===== src/rtl/ldm_stm_reg_addr_generator_pkg.sv =====
// Shared widths and FSM state type for the LDM/STM register address sequencer.
package ldm_stm_pkg;
    localparam int REG_LIST_W = 16;
    localparam int REG_ADDR_W = 4;

    typedef enum logic {
        IDLE = 1'b0,
        BUSY = 1'b1
    } ldm_state_t;
endpackage


===== src/rtl/ldm_stm_reg_addr_generator_lowest_set_bit_encoder.sv =====
// Combinational lowest-index priority encoder with valid flag and one-hot mask
// of the selected bit, used to peel registers off a list one at a time.
module lowest_set_bit_encoder
    import ldm_stm_pkg::*;
(
    input  logic [REG_LIST_W-1:0] list,
    output logic [REG_ADDR_W-1:0] idx,
    output logic                  valid,
    output logic [REG_LIST_W-1:0] onehot
);
    // Scan from the top so the lowest set bit wins the last assignment.
    always_comb begin
        idx = '0;
        for (int i = REG_LIST_W - 1; i >= 0; i--) begin
            if (list[i]) idx = REG_ADDR_W'(i);
        end
    end

    assign valid  = |list;
    assign onehot = list & (~list + REG_LIST_W'(1));
endmodule


===== src/rtl/ldm_stm_reg_addr_generator.sv =====
// LDM/STM sequencer: emits the set register numbers of a 16-bit list in
// ascending order, one per clock, qualified by ldm_stm_en_out.
module ldm_stm_reg_addr_generator
    import ldm_stm_pkg::*;
(
    input  logic                  clk_in,
    input  logic                  reset_in,
    input  logic                  ldm_stm_start_in,
    input  logic [REG_LIST_W-1:0] data_in,
    output logic [REG_ADDR_W-1:0] reg_addr_out,
    output logic                  ldm_stm_en_out
);
    ldm_state_t            state;
    logic [REG_LIST_W-1:0] pending;

    logic [REG_ADDR_W-1:0] new_idx, pend_idx;
    logic                  new_vld, pend_vld;
    logic [REG_LIST_W-1:0] new_oh, pend_oh;

    lowest_set_bit_encoder u_enc_new (
        .list   (data_in),
        .idx    (new_idx),
        .valid  (new_vld),
        .onehot (new_oh)
    );

    lowest_set_bit_encoder u_enc_pend (
        .list   (pending),
        .idx    (pend_idx),
        .valid  (pend_vld),
        .onehot (pend_oh)
    );

    // Start has priority in every state, so a start while BUSY restarts with no gap.
    always_ff @(posedge clk_in or posedge reset_in) begin
        if (reset_in) begin
            state          <= IDLE;
            pending        <= '0;
            reg_addr_out   <= '0;
            ldm_stm_en_out <= 1'b0;
        end else if (ldm_stm_start_in) begin
            if (new_vld) begin
                state          <= BUSY;
                pending        <= data_in & ~new_oh;
                reg_addr_out   <= new_idx;
                ldm_stm_en_out <= 1'b1;
            end else begin
                state          <= IDLE;
                pending        <= '0;
                reg_addr_out   <= '0;
                ldm_stm_en_out <= 1'b0;
            end
        end else begin
            case (state)
                BUSY: begin
                    if (pend_vld) begin
                        pending        <= pending & ~pend_oh;
                        reg_addr_out   <= pend_idx;
                        ldm_stm_en_out <= 1'b1;
                    end else begin
                        state          <= IDLE;
                        reg_addr_out   <= '0;
                        ldm_stm_en_out <= 1'b0;
                    end
                end
                default: begin
                    reg_addr_out   <= '0;
                    ldm_stm_en_out <= 1'b0;
                end
            endcase
        end
    end
endmodule


===== config.mk =====
export PLATFORM = sky130hd
export DESIGN_NAME = ldm_stm_reg_addr_generator
export DESIGN_NICKNAME = d
export VERILOG_FILES = /design/src/rtl/ldm_stm_reg_addr_generator_pkg.sv /design/src/rtl/ldm_stm_reg_addr_generator_lowest_set_bit_encoder.sv /design/src/rtl/ldm_stm_reg_addr_generator.sv
export SDC_FILE = /design/constraint.sdc
export NUM_CORES = 1
export LEC_CHECK = 0
export ABC_AREA = 1
export BUFFER_PORTS_ARGS = -buffer_cell sky130_fd_sc_hd__buf_2
export CAP_MARGIN = 0
export CORE_MARGIN = 3
export CORE_UTILIZATION = 59
export DETAILED_ROUTE_END_ITERATION = 10
export PLACE_DENSITY = 0.91
export SKIP_LAST_GASP = 1
export SYNTH_ARGS = -nofsm -noshare
export SYNTH_HDL_FRONTEND = slang
export SYNTH_SLANG_ARGS = --single-unit

===== constraint.sdc =====
create_clock -name clk_in -period 2.1 [get_ports clk_in]
set_input_delay 0.525 -clock clk_in [delete_from_list [all_inputs] [get_ports clk_in]]
set_output_delay 0.525 -clock clk_in [all_outputs]
set_load 0.05 [all_outputs]

==> reports/qor.csv <==
stage,metric,value,unit
run_status,run_status,finished clean,
critical_path,r2r_end,pending[15]$_DFFE_PP0P_,
power,max-vdd-ir-drop,0.000355,V
synth,synth_area_leaders,"dfrtp_1, nand2_1, inv_1",
critical_path,cp_max_fo,3,
synth,ys_types,27,
critical_path,cpPeakStageDelay,0.42,ns
layout,antenna-diode-count,0,
critical_path,crit_path_top_delay_cell,dfrtp_1,
global_routing,grt_pass1_wl,4770,µm
critical_path,path_buf_inv,1,
run,drv_cap,0,
drt,drt-total-wl,2860,µm
critical_path,required,1.57,ns
drt,ant_nets,0,
synth,synthAdderAreaFrac,0,%
clock_network,postCtsHoldBufs,0,
drt,drtIter0Drc,51,
synth,synth_xor_area_share,0,%
timing,worstMarginPinSlew,0.716,ns
timing,period_needed,1.53,ns
floorplan,coreArea,2080,µm²
drt,viasPerCell,5.42,
placed_design,gp_congestion,0.864,
synth,synth.area.mux_share,0,%
clock_network,clk_latency,0.29,ns
worst_hold_path,hp-class,input port to asynchronous set/reset pin,
clock_network,post_cts_buffers,0,
synth,synth-simple-area-share,36.8,%
global_routing,gr-total-overflow,0,
clock_network,clockRootBuffer,clkbuf_4,
synth,synth.ff_latch_count,20,
layout,drive_above_1_share,21.3,%
global_routing,grt_pass1_vias,1163,
drt,first_pass_iters,4,
synth,avgSynthCellArea,7.10,µm²
critical_path,worstPathArrival,1.00,ns
floorplan,rows,16,
critical_path,path_depth,1,
synth,synth_top_family_by_area,simple AND/OR/NAND/NOR gates,
drt,vias,1316,
synth,netlist_area,1370,µm²
placed_design,port-buffer-count,23,
drt,wire_per_inst,11.8,µm
timing,max_freq,0.654,GHz
synth,ys_seq_area_share,36.5,%
critical_path,timing.rr.start,pending[1]$_DFFE_PP0P_,
placed_design,dp_hpwl,2390,µm
timing,setup_tns,0,ns
timing,drv_slew,0,
clock_network,cts_tree,done,
global_routing,grt_max_degree,22,
clock_network,numCtsBuffers,3,
placed_design,placed_area,1510,µm²
layout,design_area,1530,µm²
timing,finalClockSkew,0.00447,ns
global_routing,antenna_found_initial,0,
drt,drc_errors,0,
clock_network,cts_resized,0,
power,power.density,569,nW/µm²
critical_path,cp-end-kind,primary output,
floorplan,start_util,65.8,%
synth,synth_compound_area_share,15.3,%
critical_path,crit_type,flop to primary output,
timing,setup_viol,0,
power,power_leakage,0.824,nW
synth,yosysTopAreaCell,dfrtp_1,
layout,nets,237,
floorplan,die_y,54.2,µm
synth,yosys_warnings,0,
layout,area_delta_synth_final,11.8,%
timing,hold_viol_final,0,
critical_path,cp-start-kind,flop,
synth,synthCells,193,
synth,synth_fp_nets,212,
timing,relSlewSlack,52.2,%
synth,synth_top_area_share,36.5,%
clock_network,clkSinkCount,20,
critical_path,r2r_slack,0.59,ns
floorplan,io-pin-count,24,
critical_path,critPathLaunch,state$_DFF_PP0_,
critical_path,endpoint,ldm_stm_en_out,
floorplan,die_w,54.2,µm
critical_path,critical_path.top_delay_family,flip-flops,
clock_network,cts.clk_slew.worst_paths,0.10,ns
global_routing,grt_usage,22.7,%
timing,rsz0062_at_grt,false,
floorplan,die-area,2940,µm²
critical_path,cp_cell_sequence,buf_2,
clock_network,clock_path_buffers,2,
timing,fin_crit_sh,72.8,%
clock_network,h-tree-depth,1,
critical_path,r2r_cells,11,
## layer usage
layer  vias to the layer above  part of all wire (%)  global-route usage [%]
li1                        675                     -                       -
met3                         6                   7.3                    5.54
met4                         0                   1.5                    7.47
met2                        41                    47                    35.9
met5                         -                     0                       0
met1                       594                    44                    30.1
## stage by stage
stage          std cells  utilization [%]  hold slack, ns  power (W)  worst slack, ns
3_3_place_gp         240             72.5           0.513   0.000697            0.456
3_5_place_dp         240             72.5           0.516   0.000706            0.370
6_report             243             73.6           0.328   0.000871            0.571
4_1_cts              243             73.6           0.361   0.000875            0.554
5_1_grt              243             73.6           0.381   0.000934            0.470
2_1_floorplan        193                -           0.489   0.000637            0.638
## placed cells by master (no fill, tap or decap), drive strengths merged
cell    synthesis  routed
a211oi          1       1
a21oi           3       3
buf             2      24
clkbuf          2       3
dfrtp          20      20
inv            36      36
nand2          57      57
nand3          17      17
nand4           2       2
nor2           21      21
nor3            4       4
nor4            1       1
o211ai          4       4
o21ai           8       8
o311ai          1       1
o31ai          11      11
o32ai           2       2
o41ai           1       1
## layout make-up
type / count / area (µm²)
sequential: 20 / 500
multi-input combinational: 133 / 714
tap: 27 / 33.8
inverter: 36 / 138
fill: 174 / 551
timing repair buffer: 24 / 123
clock buffer: 3 / 22.5
## cells in the mapped netlist (all sizes together)
cell / count
a211oi: 1
buf: 2
o311ai: 1
a21oi: 3
o211ai: 4
o21ai: 8
nand4: 2
nand3: 17
inv: 36
nor3: 4
o32ai: 2
o41ai: 1
nor2: 21
dfrtp: 20
nor4: 1
o31ai: 11
clkbuf: 2
nand2: 57
## flip-flops by register name, summed over array words and instances (netlist names)
signal        flops
pending          15
reg_addr_out      4
state             1
## power by group
part / internal (W) / total (W) / switching [W]
combinational: 0.0000822 / 0.000250 / 0.000168
sequential: 0.000420 / 0.000448 / 0.0000287
clock: 0.0000668 / 0.000172 / 0.000106
total: 0.000569 / 0.000871 / 0.000302
## worst min path at each step
stage	from	end	cells after the start
after floorplan	reset_in	pending[10]$_DFFE_PP0P_	1
after global placement	pending[15]$_DFFE_PP0P_	pending[15]$_DFFE_PP0P_	2
after detailed placement	pending[15]$_DFFE_PP0P_	pending[15]$_DFFE_PP0P_	2
after CTS	reset_in	reg_addr_out[2]$_DFF_PP0_	2
after global routing	reset_in	reg_addr_out[2]$_DFF_PP0_	2
final	reset_in	reg_addr_out[2]$_DFF_PP0_	2
## kinds of logic (layout without fill, tap and decap cells)
group           after synthesis  count (layout)
simple gates                102             102
buf+inv                      40              63
flops                        20              20
compound gates               31              31
(Power assumes the default switching activity.)
